### src/rtl/scenario_loader_pkg.sv
// Shared constants and types for the scenario loader and its neighbours.
package scenario_loader_pkg;

    localparam int unsigned DEF_SPRITES    = 4;
    localparam int unsigned DEF_DIMENSIONS = 2;
    localparam int unsigned DEF_WIDTH      = 32;
    localparam int unsigned SEL_W          = 16;

    typedef logic [DEF_DIMENSIONS-1:0][DEF_WIDTH-1:0] body_vec_t;
    typedef body_vec_t [DEF_SPRITES-1:0]               all_bodies_t;

    typedef logic [1:0] loader_state_t;
    localparam loader_state_t LATCH = 2'd0;
    localparam loader_state_t HOLD  = 2'd1;
    localparam loader_state_t RUN   = 2'd2;

endpackage

### src/rtl/scenario_loader_if.sv
// Bundle between the loader, the scenario table and the physics engine.
interface scenario_loader_if import scenario_loader_pkg::*; #(
    parameter int unsigned SPRITES    = DEF_SPRITES,
    parameter int unsigned DIMENSIONS = DEF_DIMENSIONS,
    parameter int unsigned WIDTH      = DEF_WIDTH
) ();
    localparam int unsigned VEC_W = SPRITES * DIMENSIONS * WIDTH;

    logic [SEL_W-1:0] sel_stable;
    logic [VEC_W-1:0] tbl_loc;
    logic [VEC_W-1:0] tbl_vel;
    logic [VEC_W-1:0] init_loc;
    logic [VEC_W-1:0] init_vel;
    logic             engine_rst_n;
    logic             loaded;
    logic             busy;

    modport master (
        output sel_stable, init_loc, init_vel, engine_rst_n, loaded, busy,
        input  tbl_loc, tbl_vel
    );

    modport slave (
        input  sel_stable, init_loc, init_vel, engine_rst_n, loaded, busy,
        output tbl_loc, tbl_vel
    );

endinterface

### src/rtl/scenario_loader_switch_debouncer.sv
// Synchronises the select switches and restart button and tracks how long a
// new select value has been steady.
module scenario_loader_switch_debouncer import scenario_loader_pkg::*; #(
    parameter int unsigned DEBOUNCE_CYCLES = 1620000
) (
    input  logic             clk,
    input  logic             rst_n,
    input  logic [SEL_W-1:0] sel_raw,
    input  logic             restart,
    input  logic [SEL_W-1:0] sel_stable,
    input  logic             clear,
    output logic [SEL_W-1:0] candidate,
    output logic             restart_s,
    output logic             mature
);
    localparam int unsigned    CNT_W   = $clog2(DEBOUNCE_CYCLES);
    localparam logic [CNT_W-1:0] CNT_MAX = CNT_W'(DEBOUNCE_CYCLES - 1);

    logic [SEL_W-1:0] sel_meta_q, sel_s_q, cand_q, cand_d;
    logic             restart_meta_q, restart_s_q;
    logic [CNT_W-1:0] cnt_q, cnt_d;

    always_comb begin
        cand_d = cand_q;
        cnt_d  = cnt_q;
        if (sel_s_q != cand_q) begin
            cand_d = sel_s_q;
            cnt_d  = '0;
        end else if (clear) begin
            cnt_d = '0;
        end else if (cand_q != sel_stable && cnt_q != CNT_MAX) begin
            cnt_d = cnt_q + CNT_W'(1);
        end
    end

    always_ff @(posedge clk) begin
        if (!rst_n) begin
            sel_meta_q     <= '0;
            sel_s_q        <= '0;
            restart_meta_q <= 1'b0;
            restart_s_q    <= 1'b0;
            cand_q         <= '0;
            cnt_q          <= '0;
        end else begin
            sel_meta_q     <= sel_raw;
            sel_s_q        <= sel_meta_q;
            restart_meta_q <= restart;
            restart_s_q    <= restart_meta_q;
            cand_q         <= cand_d;
            cnt_q          <= cnt_d;
        end
    end

    // Maturity ignores loader state; the caller gates the actual commit.
    assign mature    = (sel_s_q == cand_q) && (cand_q != sel_stable) && (cnt_q == CNT_MAX);
    assign candidate = cand_q;
    assign restart_s = restart_s_q;

endmodule

### src/rtl/scenario_loader.sv
// Commits debounced scenario selects, latches the table vectors and holds the
// physics engine in reset for a fixed window after every load.
module scenario_loader import scenario_loader_pkg::*; #(
    parameter int unsigned SPRITES         = DEF_SPRITES,
    parameter int unsigned DIMENSIONS      = DEF_DIMENSIONS,
    parameter int unsigned WIDTH           = DEF_WIDTH,
    parameter int unsigned DEBOUNCE_CYCLES = 1620000,
    parameter int unsigned HOLD_CYCLES     = 16
) (
    input  logic             clk,
    input  logic             rst_n,
    input  logic [SEL_W-1:0] sel_raw,
    input  logic             restart,
    scenario_loader_if.master bus
);
    localparam int unsigned      VEC_W    = SPRITES * DIMENSIONS * WIDTH;
    localparam int unsigned      HOLD_W   = (HOLD_CYCLES > 1) ? $clog2(HOLD_CYCLES) : 1;
    localparam logic [HOLD_W-1:0] HOLD_MAX = HOLD_W'(HOLD_CYCLES - 1);

    loader_state_t     state_q, state_d;
    logic [HOLD_W-1:0] hold_q, hold_d;
    logic [VEC_W-1:0]  loc_q, loc_d, vel_q, vel_d;
    logic [SEL_W-1:0]  sel_q, sel_d;
    logic              eng_q, eng_d, loaded_q, loaded_d, restart_q;
    logic [SEL_W-1:0]  candidate;
    logic              restart_s, mature, commit, restart_rise;

    assign commit       = mature && (state_q == RUN);
    assign restart_rise = restart_s && !restart_q;

    scenario_loader_switch_debouncer #(
        .DEBOUNCE_CYCLES(DEBOUNCE_CYCLES)
    ) u_debouncer (
        .clk       (clk),
        .rst_n     (rst_n),
        .sel_raw   (sel_raw),
        .restart   (restart),
        .sel_stable(sel_q),
        .clear     (commit),
        .candidate (candidate),
        .restart_s (restart_s),
        .mature    (mature)
    );

    always_comb begin
        state_d  = state_q;
        hold_d   = hold_q;
        loc_d    = loc_q;
        vel_d    = vel_q;
        sel_d    = sel_q;
        loaded_d = 1'b0;
        case (state_q)
            LATCH: begin
                loc_d   = bus.tbl_loc;
                vel_d   = bus.tbl_vel;
                hold_d  = '0;
                state_d = HOLD;
            end
            HOLD: begin
                if (hold_q == HOLD_MAX) begin
                    state_d  = RUN;
                    loaded_d = 1'b1;
                end else begin
                    hold_d = hold_q + HOLD_W'(1);
                end
            end
            RUN: begin
                // A commit wins over a simultaneous restart: one reload, new select.
                if (commit) begin
                    sel_d   = candidate;
                    state_d = LATCH;
                end else if (restart_rise) begin
                    state_d = LATCH;
                end
            end
            default: state_d = LATCH;
        endcase
        eng_d = (state_d == RUN);
    end

    always_ff @(posedge clk) begin
        if (!rst_n) begin
            state_q   <= LATCH;
            hold_q    <= '0;
            loc_q     <= '0;
            vel_q     <= '0;
            sel_q     <= '0;
            eng_q     <= 1'b0;
            loaded_q  <= 1'b0;
            restart_q <= 1'b0;
        end else begin
            state_q   <= state_d;
            hold_q    <= hold_d;
            loc_q     <= loc_d;
            vel_q     <= vel_d;
            sel_q     <= sel_d;
            eng_q     <= eng_d;
            loaded_q  <= loaded_d;
            restart_q <= restart_s;
        end
    end

    assign bus.sel_stable   = sel_q;
    assign bus.init_loc     = loc_q;
    assign bus.init_vel     = vel_q;
    assign bus.engine_rst_n = eng_q;
    assign bus.loaded       = loaded_q;
    assign bus.busy         = (state_q != RUN);

endmodule

### src/flat_wrapper.sv
// flat-port wrapper written by rule: the top's interface ports become plain ports
module scenario_loader_flat import scenario_loader_pkg::*;
#(
    parameter int unsigned SPRITES         = DEF_SPRITES,
    parameter int unsigned DIMENSIONS      = DEF_DIMENSIONS,
    parameter int unsigned WIDTH           = DEF_WIDTH,
    parameter int unsigned DEBOUNCE_CYCLES = 1620000,
    parameter int unsigned HOLD_CYCLES     = 16
)
  (clk, rst_n, sel_raw, restart, bus_sel_stable, bus_init_loc, bus_init_vel, bus_engine_rst_n, bus_loaded, bus_busy, bus_tbl_loc, bus_tbl_vel);
  scenario_loader_if #(.SPRITES(SPRITES), .DIMENSIONS(DIMENSIONS), .WIDTH(WIDTH)) bus_i ();
  input  logic clk;
  input  logic rst_n;
  input  logic [SEL_W-1:0] sel_raw;
  input  logic restart;
  output wire logic [$bits(bus_i.sel_stable)-1:0] bus_sel_stable;
  output wire logic [$bits(bus_i.init_loc)-1:0] bus_init_loc;
  output wire logic [$bits(bus_i.init_vel)-1:0] bus_init_vel;
  output wire logic [$bits(bus_i.engine_rst_n)-1:0] bus_engine_rst_n;
  output wire logic [$bits(bus_i.loaded)-1:0] bus_loaded;
  output wire logic [$bits(bus_i.busy)-1:0] bus_busy;
  input wire logic [$bits(bus_i.tbl_loc)-1:0] bus_tbl_loc;
  input wire logic [$bits(bus_i.tbl_vel)-1:0] bus_tbl_vel;
  assign bus_sel_stable = bus_i.sel_stable;
  assign bus_init_loc = bus_i.init_loc;
  assign bus_init_vel = bus_i.init_vel;
  assign bus_engine_rst_n = bus_i.engine_rst_n;
  assign bus_loaded = bus_i.loaded;
  assign bus_busy = bus_i.busy;
  assign bus_i.tbl_loc = bus_tbl_loc;
  assign bus_i.tbl_vel = bus_tbl_vel;
  scenario_loader #(.SPRITES(SPRITES), .DIMENSIONS(DIMENSIONS), .WIDTH(WIDTH), .DEBOUNCE_CYCLES(DEBOUNCE_CYCLES), .HOLD_CYCLES(HOLD_CYCLES)) u_core (.clk(clk), .rst_n(rst_n), .sel_raw(sel_raw), .restart(restart), .bus(bus_i));
endmodule
### config.mk
export PLATFORM = sky130hd
export DESIGN_NAME = scenario_loader_flat
export DESIGN_NICKNAME = d
export VERILOG_FILES = /design/src/rtl/scenario_loader_pkg.sv /design/src/rtl/scenario_loader_if.sv /design/src/rtl/scenario_loader_switch_debouncer.sv /design/src/rtl/scenario_loader.sv /design/src/flat_wrapper.sv
export SDC_FILE = /design/constraint.sdc
export NUM_CORES = 1
export LEC_CHECK = 0
export CORE_AREA = 2 2 416 418
export DETAILED_ROUTE_END_ITERATION = 12
export DIE_AREA = 0 0 418 420
export PLACE_DENSITY_LB_ADDON = 0.2
export SLEW_MARGIN = 20
export SYNTH_ARGS = -nofsm -noshare
export SYNTH_HDL_FRONTEND = slang
export SYNTH_SLANG_ARGS = --single-unit
### constraint.sdc
create_clock -name clk -period 2.15 [get_ports clk]
set_clock_uncertainty 0.2 [all_clocks]
set_input_delay 0.43 -clock clk [delete_from_list [all_inputs] [get_ports clk]]
set_output_delay 0.43 -clock clk [all_outputs]
set_load 0.05 [all_outputs]
Word-level counts from Yosys, hierarchy flattened

Cells that the tools add are included.

$add $sub $neg: 2
Eq/ne operators: 11
Muxes and demuxes: 7
Bitwise operators: 1
Reductions and logical operators: 12

Operator list:

| operator                                      | count |
|---|---|
| inequality test 16 bit                        | 2 |
| adder 21 x 1 -> 21 bit, second input constant | 1 |
| == test 21 bit, second input constant         | 1 |
| inequality test 21 bit, second input constant | 1 |
| == test 16 bit                                | 1 |
| one-hot mux 4 bit (2 select lines)            | 1 |
| two-way mux 2 bit                             | 3 |
| one-hot mux 2 bit (3 select lines)            | 1 |
| AND reduction 2 bit                           | 3 |
| logical AND 1 bit                             | 5 |
| adder 4 x 1 -> 4 bit, second input constant   | 1 |
| == test 2 bit, second input constant          | 2 |
| == test 4 bit, second input constant          | 1 |
| two-way mux 4 bit                             | 1 |
| inequality test 2 bit, second input constant  | 2 |
| OR reduction 3 bit                            | 1 |
| == test 2 x 1 -> 1 bit, second input constant | 1 |
| logical NOT 2 bit                             | 1 |
| nonzero test 2 bit                            | 1 |
| logical NOT 1 bit                             | 1 |
| two-way mux 1 bit                             | 1 |
| NOT 1 bit                                     | 1 |

Flip-flop bits (word level): 608
Bits of input ports: 531
Output and inout port bits: 531
Word-level logic and storage cells: 47

Logic depth before layout (Yosys ltp)

Gate-level depths: netlist of the first run.

Depth after elaboration: 7
Mapped depth: 9
Depth with buffers taken out: 6

Hierarchy

Synthesis of the first run repeated with hierarchy kept, for this count alone.

Cell total of the unflattened synthesis: 2613
Area total of the unflattened synthesis: 23241.0 µm²

Modules (own cells, without submodules):

| module                           | instances | cells each | area each (µm²) | seq. area each (µm²) |
|---|---|---|---|---|
| scenario_loader                  | 1         | 2331       | 20370.8         | 10750.3 |
| scenario_loader_switch_debouncer | 1         | 282        | 2870.3          | 1421.4 |

Worst setup path after synthesis of the first run

Ideal clock, no wire load.

Kind: reg-to-reg
Start point: register u_core.sel_q[5], in the netlist u_core.bus.sel_stable[5]
End point: register u_core.u_debouncer.cnt_q[1]
Setup time: 0.132 ns
Arrival time: 1.984 ns
Required time: 1.818 ns
Path slack: -0.166 ns
Cell stages (with the launch flop): 8
Path buffers: 2
Period minus slack after synthesis: 2.316 ns
Cells stage by stage: dfxtp_1 > xnor2_1 > nand4_1 > nor4_4 > clkbuf_1 > buf_2 > nand3b_1 > a21oi_1

Word-level cells in the longest chain between the ends: 5
Elaborated cells between the ends (all ways): 6
Those cells by class: eq/ne (1); reduce/logical (5)

RTL lines:

| item                                | line                                                                           | source |
|---|---|---|
| start: declaration                  | scenario_loader.sv:23                                                          | `logic [SEL_W-1:0] sel_q, sel_d;` |
| start signal: assignment            | scenario_loader.sv:96                                                          | `sel_q <= sel_d;` |
| inequality test 16 bit *            | scenario_loader_switch_debouncer.sv:31, scenario_loader_switch_debouncer.sv:55 |  |
| logical AND 1 bit (2 in series)     | scenario_loader_switch_debouncer.sv:55                                         | `assign mature = (sel_s_q == cand_q) && (cand_q != sel_stable) && (cnt_q == CNT_MAX);` |
| logical AND 1 bit                   | scenario_loader.sv:28                                                          | `assign commit = mature && (state_q == RUN);` |
| OR reduction 3 bit (no source line) | n/a                                                                            |  |
| end signal: assignment              | scenario_loader_switch_debouncer.sv:50                                         | `cnt_q <= cnt_d;` |
| end: declaration                    | scenario_loader_switch_debouncer.sv:21                                         | `logic [CNT_W-1:0] cnt_q, cnt_d;` |

Mark *: on every way between the ends. The rest lies on a longest branch, timed or not.
A chain may end at the register's enable or synchronous reset.

Final worst setup path of the first run

Start point: register u_core.u_debouncer.cand_q[12], in the netlist u_core.u_debouncer.candidate[12]
End point: register u_core.sel_q[2], in the netlist u_core.bus.sel_stable[2]

Word-level cells in the longest chain between the ends: 5
Elaborated cells between the ends (all ways): 6
Those cells by class: eq/ne (2); reduce/logical (4)

RTL lines:

| item                                                            | line                                   | source |
|---|---|---|
| start: declaration                                              | scenario_loader_switch_debouncer.sv:19 | `logic [SEL_W-1:0] sel_meta_q, sel_s_q, cand_q, cand_d;` |
| start signal: assignment                                        | scenario_loader_switch_debouncer.sv:49 | `cand_q <= cand_d;` |
| == test 16 bit / inequality test 16 bit (equally long branches) | scenario_loader_switch_debouncer.sv:55 |  |
| logical AND 1 bit * (2 in series)                               | scenario_loader_switch_debouncer.sv:55 |  |
| logical AND 1 bit *                                             | scenario_loader.sv:28                  |  |
| AND reduction 2 bit (no source line) *                          | n/a                                    |  |

Marks and branches as above.

==> results by group, run 1 <==
Run status
  – Status: complete, but fails checks
  – Failing checks: setup timing

Clock tree
  – CTS tree: built
  – CTS Buffer Depth: 3
  – CTS root buf: clkbuf_16
  – Clk Latency, worst-skew pair: between 600 and 700 ps
  – Total CTS buffers: 82
  – Num Clock Sinks: roughly 610
  – Worst-path clk slew: around 60 ps
  – Htree depth: 3

Run
  – Max-cap viol count: 0

Setup path
  – R2r worst-path depth: 7
  – Crit path required time: 2500 ps
  – Reg2reg setup slack: -20 ps
  – Critical R2R Launch: u_core.u_debouncer.candidate[12]
  – Setup crit end kind: flop
  – CP arrival: 2520 ps
  – Critical path startpoint: u_core.u_debouncer.candidate[12]
  – Setup Crit Path Kind: flop to flop
  – Crit start category: flop
  – FF-to-FF End: u_core.bus.sel_stable[2]
  – Critical path endpoint: u_core.bus.sel_stable[2]
  – Worst-path fanout max: 8

Synth
  – Area leader, netlist: dfxtp_1
  – Ranking of synthesized cells by area: dfxtp_1 58%, nand2_1 19%, a21oi_1 13%
  – Flops & latches, synth: 608
  – Distinct cell type count after synthesis: 42
  – Top-area cell type share of the netlist area: 57.6%
  – Synth warn: 0
  – Syn Area/Cell: about 8 um2
  – Primary FF master, synth: dfxtp_1
  – Synthesized area: 21100 um2
  – EDFF count, synth: 0
  – Register area share after synthesis: a little under three fifths
  – Synth Instances: 2620
  – Mapped Nets: 3153
  – Async S/R FF share, synth: 0%

Pwr
  – Power, Total: 32.1 mW
  – Leak: 15.1 nW
  – Max IR drop VDD: 0.560 mV
  – Power Density: around 850 nW/um2

GRT
  – Vias in the first global route: 21.3k
  – Largest net degree at the start of global routing: 71
  – GR Util All Layers: between 10% and 20%
  – Initial antenna violation count: 36
  – First-pass GRT wire length: 164000 um
  – Overflow after GRT: 0

Drt
  – Final Routed Wirelength: 121000 um
  – Initial drt markers: 1290
  – TritonRoute pass-1 iters: 7
  – Vias per cell: 3.63
  – Antenna Nets Post-Route: 0
  – Via count: 21.9k
  – Drt wl/cell: 20.0 um
  – DRC viols: 0

Die
  – Chip width: 418 um
  – Die Area: 176000 um2
  – Top-Level Pins: 1062
  – Die H: around 420 um
  – Core area: around 170000 um2
  – Initial Utilization: 12.4%
  – Site Rows: 152

Min path
  – Min-delay src: bus_tbl_loc[87]
  – Worst hold path class: input pin to flop

Timing
  – Min Clock Period, post-route: 2170 ps
  – RSZ-0062 raised after global routing: true
  – Final Hold Fails: 0
  – Tcrit/Tclk final: 101%
  – Fin. max-slew vios: 0
  – Slew Limit Headroom: 71.3%
  – Tightest Pin Transition: around 430 ps
  – Endpoints failing setup: 18
  – Final setup margin: -18.3 ps
  – Fmax: 0.461 GHz

Layout
  – Share of layout cells above drive strength 1: a little under a quarter
  – Fin nets: 4275
  – Area Overhead vs Synth: 77.9%

Placement
  – Final HPWL DP: 94600 um
  – Gp weighted congestion: 0.890
  – Port bufs: about 1.1k
  – Pre-CTS setup slack: -151 ps
==> per-stage QoR <==
step	cells	utilization [%]	instance area [um2]	hold WS, ps	TNS, ps
after CTS	6025	21.8	37300	0.0978	-1010
after detailed placement	5862	20.0	34100	221	-2240
after global routing	6041	22.0	37600	24.7	-2740
after global placement	5862	20.0	34100	225	-1830
final	6045	22.0	37600	92.6	-132
after floorplan	2620	-	21200	212	0
==> worst min-delay path by stage <==
stage,to,cells after the start
2_1_floorplan,u_core.u_debouncer.restart_s,1
3_3_place_gp,u_core.u_debouncer.restart_s,1
3_5_place_dp,u_core.u_debouncer.sel_s_q[14],1
4_1_cts,u_core.bus.init_loc[38],3
5_1_grt,u_core.bus.init_vel[142],3
6_report,u_core.bus.init_loc[87],3
==> synthesized netlist by cell type (all sizes together) (3+ instances only) <==
library cell	instances
or2	3
clkbuf	183
o31ai	7
xor2	16
a21oi	538
or4	9
nor4	8
nand3	11
xnor2	16
and3	4
or3	13
o21ai	17
buf	7
mux2i	16
nor2	7
nand2	1070
dfxtp	608
nand4	13
inv	4
and2	54
==> cells by family after synthesis <==
logic type | count (synthesis) | share of synthesized area [%]
simple gates | 1201 | 23.0
flops | 608 | 57.6
compound gates | 567 | 13.6
buf+inv | 194 | 3.72
xor+xnor | 32 | 1.33
mux | 16 | 0.757
fa+ha+maj | 2 | 0.118
==> what timing repair did <==
item / 4_1_cts / 5_1_grt
setup endpoints to repair: 105 / 39
resized for setup: 270 / 61
hold buffers: 14 / 0
pin swaps: 8 / 15
cloned: 1 / 3
buffers inserted: 3 / 9
endpoints found under the hold margin: 14 / 0
==> report_power, final <==
group,switching [mW],internal [mW],total (mW)
clock network,5.67,8.64,14.3
logic,3.58,2.09,5.66
registers,0.330,11.8,12.2
==> state kept, by name, indices dropped and copies added (netlist names), 2 cells and up <==
| name | cells |
|---|---|
| u_core.state_q | 2 |
| u_core.bus.sel_stable | 16 |
| u_core.u_debouncer.cnt_q | 21 |
| u_core.hold_q | 4 |
| u_core.u_debouncer.sel_meta_q | 16 |
| u_core.bus.init_vel | 256 |
| u_core.u_debouncer.candidate | 16 |
| u_core.bus.init_loc | 256 |
| u_core.u_debouncer.sel_s_q | 16 |
==> area by class of cell <==
type | count | area, um2
Antenna cell | 9 | 22.5
Fill cell | 19100 | 133000
Timing Repair Buffer | 1228 | 11300
Multi-Input combinational cell | 1818 | 8450
Tap cell | 2233 | 2790
Clock inverter | 18 | 249
Sequential cell | 608 | 12200
Inverter | 4 | 22.5
Clock buffer | 127 | 2550
==> worst max-delay path, cell delays in order, from the launching register on <==
cell and delay (ps):
dfxtp_2 320, xor2_1 150, nor4_1 280, buf_4 170, nand4_1 130, or4_4 490, buf_12 170, mux2i_1 110
==> metal layers <==
layer  global-route usage [%]  share of wire (%)  vias up
li1                         -                  -    10800
met5                        0               0.21        -
met1                     16.4                 42    10300
met2                     21.2                 48      620
met3                     4.18                7.1      164
met4                     3.84                2.3       40
==> placed cells by master (no fill, tap or decap), drive strengths merged, types with 7 or more instances in the layout <==
cell and instances:
a21oi 538, and2 54, buf 600, clkbuf 128
clkdlybuf4s15 84, clkdlybuf4s50 529, clkinv 7, dfxtp 608
diode 9, dlygate4sd3 14, inv 8, mux2i 16
nand2 1070, nand3 11, nand4 13, nor2 7
nor4 8, o21ai 17, o31ai 7, or3 13
or4 9, xnor2 16, xor2 16
Power figures use the tool's default switching activity.
==> inputs of run 2 (changes only) <==
- CORE_AREA: 2 2 416 418 -> 2 2 412 414
- DIE_AREA: 0 0 418 420 -> 0 0 414 416
- SYNTH_HIERARCHICAL: default -> 1
==> results by group, run 2 <==
Synth
  – Ranking of synthesized cells by area: dfxtp_1 52%, nand2_1 17%, a21boi_1 14%
  – Count leader, synth: nand2_1
  – Top-area cell type share of the netlist area: 52.4% (-5.2 points)
  – Area leader, netlist: dfxtp_1
  – EDFF count, synth: 0 (unchanged)
  – Synth Instances: 2613 (-0.27%)
  – Flops & latches, synth: 608 (unchanged)
  – Mapped Nets: 3146 (-0.22%)
  – Primary FF master, synth: dfxtp_1
  – Distinct cell type count after synthesis: 53 (+26%)
  – Synth warn: 6 (+6)
  – Register area share after synthesis: 52.4% (-5.2 points)
  – Syn Area/Cell: 8.89 um2 (+10%)
  – Async S/R FF share, synth: 0% (unchanged)
  – Commonest cells in the netlist: 1061 x nand2_1, 608 x dfxtp_1, 446 x a21boi_1
  – Synthesized area: 23200 um2 (+9.9%)

Layout
  – Share of layout cells above drive strength 1: 24.0% (+0.49 points)
  – Final non-filler cell total: 6069 (+0.40%)
  – Commonest non-fill, non-tap cell in the layout: nand2_1
  – Most frequent cells in the layout: 1060 x nand2_1, 578 x dfxtp_1, 529 x clkdlybuf4s50_1
  – Post-Route Utilization: 23.7% (+1.7 points)
  – Fin nets: 4302 (+0.63%)
  – Area Overhead vs Synth: 71.8%

Setup path
  – Crit path required time: 2520 ps (+20 ps)
  – CP arrival: 2600 ps (+80 ps)
  – Crit start category: flop
  – Reg2reg setup slack: -90 ps (-70 ps)
  – Worst-path fanout max: 5 (-3)
  – Setup crit end kind: flop
  – Setup Crit Path Kind: flop to flop

Clock tree
  – Worst-path clk slew: 60 ps (about the same)
  – CTS root buf: clkbuf_16
  – Num Clock Sinks: 608 (unchanged)
  – CTS tree: built
  – Total CTS buffers: 84 (+2.4%)
  – CTS Buffer Depth: 3 (unchanged)
  – Htree depth: 3 (unchanged)
  – Clk Latency, worst-skew pair: 680 ps (about the same)

GRT
  – Vias in the first global route: 21.8k (+2.4%)
  – Overflow after GRT: 0 (unchanged)
  – GR Util All Layers: 12.7% (-0.35 points)
  – First-pass GRT wire length: 161000 um (-1.8%)
  – Initial antenna violation count: 29 (-19%)
  – Largest net degree at the start of global routing: 69 (-2.8%)

Timing
  – RSZ-0062 raised after global routing: true
  – Min Clock Period, post-route: 2240 ps (+66.9 ps)
  – Endpoints failing setup: 38 (+20)
  – Tightest Pin Transition: 370 ps (-60.4 ps)
  – Final setup margin: -85.2 ps (-66.9 ps)
  – Fin. max-slew vios: 0 (unchanged)
  – Tcrit/Tclk final: 104% (+3.1 points)
  – Slew Limit Headroom: 75.4% (+4.1 points)
  – Final Hold Fails: 0 (unchanged)
  – Fmax: 0.447 GHz (-3.0%)

Drt
  – Initial drt markers: 888 (-31%)
  – Final Routed Wirelength: 114000 um (-6.0%)
  – TritonRoute pass-1 iters: 5 (-2)
  – Drt wl/cell: 18.8 um (-6.3%)
  – DRC viols: 0 (unchanged)
  – Via count: 22.0k (+0.21%)
  – Vias per cell: 3.62 (-0.19%)
  – Antenna Nets Post-Route: 0 (unchanged)

Die
  – Site Rows: 151 (-0.66%)
  – Die Area: 172000 um2 (-1.9%)
  – Core area: 168000 um2 (-1.7%)
  – Die H: 416 um (-0.95%)
  – Initial Utilization: 13.8% (+1.5 points)
  – Top-Level Pins: 1062 (unchanged)
  – Chip width: 414 um (-0.96%)

Placement
  – Placed cells: 5813 (-0.84%)
  – Final HPWL DP: 87500 um (-7.5%)
  – Port bufs: 1061 (unchanged)
  – Gp weighted congestion: 0.821 (-7.7%)

Run status
  – Failing checks: setup timing
  – Status: complete, but fails checks

Pwr
  – Power, Total: 33.5 mW (+4.3%)
  – Leak: 15.9 nW (+4.9%)
  – Max IR drop VDD: 0.509 mV (-9.2%)
  – Power Density: 839 nW/um2 (-1.7%)

Min path
  – Worst hold path class: input pin to flop

Run
  – Max-cap viol count: 0 (unchanged)
run 2: report_power, final:
part           internal [mW]  switching (mW)
combinational           2.28            3.45
sequential              11.8           0.317
clock                   9.60            6.03
run 2: cell families after synthesis:
logic type      share of synthesized area [%]
simple gates                             21.3
flops                                    52.4
compound gates                           19.0
buf+inv                                  5.95
xor+xnor                                 1.21
fa+ha+maj                               0.108
run 2: routing by layer:
| metal | track usage, % | vias to the layer above | wire (um) |
|---|---|---|---|
| met5 | 0 | - | 142 |
| met4 | 4.63 | 20 | 3170 |
| met3 | 4.13 | 161 | 7720 |
| met2 | 22.0 | 596 | 56100 |
| met1 | 14.5 | 10300 | 46700 |
| li1 | - | 10800 | - |
run 2: final cells by class:
cell class,count,area (um2)
Antenna cell,13,32.5
Clock buffer,114,2390
Clock inverter,41,702
Fill cell,18400,128000
Inverter,3,13.8
Multi-Input combinational cell,1811,9880
Sequential cell,608,12200
Tap cell,2218,2780
Timing Repair Buffer,1261,11900
run 2: worst paths after layout:
check,end,from,depth (start not counted)
worst max register to register,u_core/u_debouncer/cnt_q[20],u_core/u_debouncer/cnt_q[6],11
worst min register to register,u_core/u_debouncer/sel_s_q[5],u_core/u_debouncer/sel_meta_q[5],1
worst max-delay path,u_core/u_debouncer/cnt_q[20],u_core/u_debouncer/cnt_q[6],11
worst min-delay path,u_core/bus.init_vel[127],bus_tbl_vel[127],3
run 2: what timing repair did:
item	CTS	global route
pin swaps	1	16
hold endpoints to repair	100	0
setup buffers	7	1
endpoints found under the setup margin	157	39
gates resized for setup	383	25
cloned	2	0
hold buffers	79	0
run 2: through the flow:
step           TNS [ps]  hold WS, ps  setup WS (ps)  area [um2]
2_1_floorplan    -10380          212           -421       23300
3_5_place_dp      -5580          219           -209       35600
3_3_place_gp      -6260          218           -221       35600
6_report          -1670         86.1          -85.2       39900
4_1_cts           -3490       0.0199           -124       39800
5_1_grt           -7560         42.0           -223       39900
run 2: critical path, cell delays in order (launching register included):
cell and delay, ps:
dfxtp_2 320, nor4b_2 260, nand3_1 150, nor4_4 390, nand2_4 80, nor2_4 120, nand3b_4 100, inv_4 50
nand3b_1 130, buf_6 150, buf_16 130, a21oi_1 40
==> inputs of run 3 (changes only) <==
- MAX_ROUTING_LAYER: default -> met4
==> results by group, run 3 (same netlist as run 2, synthesis figures left out) <==
Setup path
  – Crit start category: flop
  – Worst path buffer plus inverter count: 4 (+1)
  – Setup crit end kind: flop
  – Setup Crit Path Kind: flop to flop
  – Slowest CP cell: dfxtp_2
  – Crit path required time: 2520 ps (about the same)
  – CP arrival: 2610 ps (about the same)
  – CP max stage delay: 340 ps (-50 ps)
  – Critical-path cell list: xnor2_2, nand4_1, nor4_2, buf_4, nand2_4, nor2_4, nand3b_4, inv_4, nand3b_1, buf_6, buf_16, a21oi_1
  – CP top delay family: simple AND/OR/NAND/NOR gates
  – Worst-path fanout max: 5 (unchanged)

Drt
  – Antenna Nets Post-Route: 0 (unchanged)
  – Final Routed Wirelength: 114000 um (about the same)
  – DRC viols: 0 (unchanged)
  – TritonRoute pass-1 iters: 5 (unchanged)
  – Drt wl/cell: 18.7 um (-0.21%)
  – Initial drt markers: 953 (+7.3%)
  – Vias per cell: 3.62 (about the same)
  – Via count: 22.0k (+0.15%)

Layout
  – Share of layout cells above drive strength 1: 24.1% (+0.026 points)
  – Final non-filler cell total: 6078 (+0.15%)
  – Fin nets: 4302 (unchanged)
  – Most frequent cells in the layout: 1060 x nand2_1, 577 x dfxtp_1, 529 x clkdlybuf4s50_1
  – Area Overhead vs Synth: 71.9% (about the same)
  – Filler cell count: 18.4k (+0.011%)
  – Commonest non-fill, non-tap cell in the layout: nand2_1

Timing
  – Endpoints failing setup: 38 (unchanged)
  – Final Hold Fails: 0 (unchanged)
  – Setup TNS: -1660 ps (+4.78 ps)
  – Fin. max-slew vios: 0 (unchanged)
  – Slew Limit Headroom: 74.9% (-0.42 points)
  – Tcrit/Tclk final: 104% (+0.10 points)
  – Final setup margin: -87.4 ps (-2.24 ps)
  – Min Clock Period, post-route: 2240 ps (+2.24 ps)
  – RSZ-0062 raised after global routing: true
  – Fmax: 0.447 GHz (-0.10%)
  – Tightest Pin Transition: 376 ps (+6.29 ps)

Run status
  – Failing checks: setup timing
  – Status: complete, but fails checks

Placement
  – Final HPWL DP: 87500 um (unchanged)
  – Pre-CTS setup slack: -209 ps (unchanged)
  – Gp weighted congestion: 0.833 (+1.5%)
  – Port bufs: 1061 (unchanged)
  – Placed cells: 5813 (unchanged)

Run
  – Max-cap viol count: 0 (unchanged)

GRT
  – Largest net degree at the start of global routing: 69 (unchanged)
  – First-pass GRT wire length: 161000 um (-0.14%)
  – Initial antenna violation count: 29 (unchanged)
  – GR Util All Layers: 13.1% (+0.38 points)
  – Vias in the first global route: 21.8k (+0.11%)
  – Overflow after GRT: 0 (unchanged)

Die
  – Top-Level Pins: 1062 (unchanged)
  – Site Rows: 151 (unchanged)
  – Core area: 168000 um2 (unchanged)
  – Die H: 416 um (unchanged)
  – Initial Utilization: 13.8% (unchanged)
  – Die Area: 172000 um2 (unchanged)
  – Chip width: 414 um (unchanged)

Clock tree
  – Htree depth: 3 (unchanged)
  – Clk Latency, worst-skew pair: 690 ps (about the same)
  – Total CTS buffers: 84 (unchanged)
  – Worst-path clk slew: 60 ps (about the same)
  – CTS tree: built
  – CTS root buf: clkbuf_16
  – Num Clock Sinks: 608 (unchanged)
  – CTS Buffer Depth: 3 (unchanged)

Pwr
  – Net Switching: 9.82 mW (+0.25%)
  – Power Density: 839 nW/um2 (about the same)
  – Clock power frac: 46.7% (about the same)
  – Comb power frac: 17.1% (about the same)
  – Pint: 23.7 mW (about the same)
  – Register share of total power: 36.2% (about the same)
  – Max IR drop VDD: 0.517 mV (+1.5%)
  – Sw Ratio: 29.3% (+0.050 points)
  – Leak: 15.9 nW (about the same)

Min path
  – Worst hold path class: input pin to flop
run 3: changes by cell type in the layout (fill, tap and decap cells not counted):
cell / change
diode_2: +9
dfxtp_1: -1
dfxtp_2: +1
run 3: tightest hold or removal path, stage by stage:
cell and delay (ps):
clkdlybuf4s50_1 400, nand2_1 50, a21boi_1 50
run 3: cell type report:
class                   count  area [um2]  area share, %
diodes                     22        55.1          0.138
clock buffers             114        2390           5.99
clock inverters            41         702           1.76
inverters                   3        13.8         0.0345
multi-input cells        1811        9880           24.7
flip-flops and latches    608       12200           30.6
well taps                2218        2780           6.95
repair buffers           1261       11900           29.8
run 3: worst paths after layout:
check                                        start                            end  slack (ps)  cells past startpoint
setup / recovery   u_core/u_debouncer/candidate[9]   u_core/u_debouncer/cnt_q[20]         -90                     12
hold reg to reg   u_core/u_debouncer/sel_meta_q[8]  u_core/u_debouncer/sel_s_q[8]         230                      1
setup reg to reg   u_core/u_debouncer/candidate[9]   u_core/u_debouncer/cnt_q[20]         -90                     12
hold / removal                    bus_tbl_vel[124]       u_core/bus.init_vel[124]          80                      3
run 3: what timing repair did:
item / in CTS / in global routing
gates resized for setup: 383 / 26
endpoints found under the setup margin: 157 / 39
hold buffers: 79 / 0
cloned: 2 / 0
pin swaps: 1 / 16
setup buffers: 7 / 1
endpoints found under the hold margin: 100 / 0
run 3: metal layers:
metal	vias to the layer above	GRT usage (%)	wire, um
met3	146	3.86	7140
met1	10400	14.7	47400
li1	10900	-	-
met5	-	-	0
met4	0	4.65	3080
met2	576	22.0	56100
run 3: power by group through the flow:
stage	Combinational, mW	Clock (mW)	Sequential [mW]
3_5_place_dp	5.69	0	12.4
6_report	5.74	15.6	12.2
3_3_place_gp	5.69	0	12.4
2_1_floorplan	1.30	0	14.2
4_1_cts	5.82	16.3	12.2
5_1_grt	6.05	16.6	12.2
run 3: metrics by stage:
stage / total power, mW / instance area (um2) / util, % / hold slack (ps)
3_5_place_dp: 18.1 / 35600 / 21.2 / 219
2_1_floorplan: 15.5 / 23300 / - / 212
6_report: 33.5 / 39900 / 23.8 / 80.8
4_1_cts: 34.3 / 39800 / 23.7 / 0.0199
5_1_grt: 34.9 / 39900 / 23.8 / 40.8
3_3_place_gp: 18.1 / 35600 / 21.2 / 218
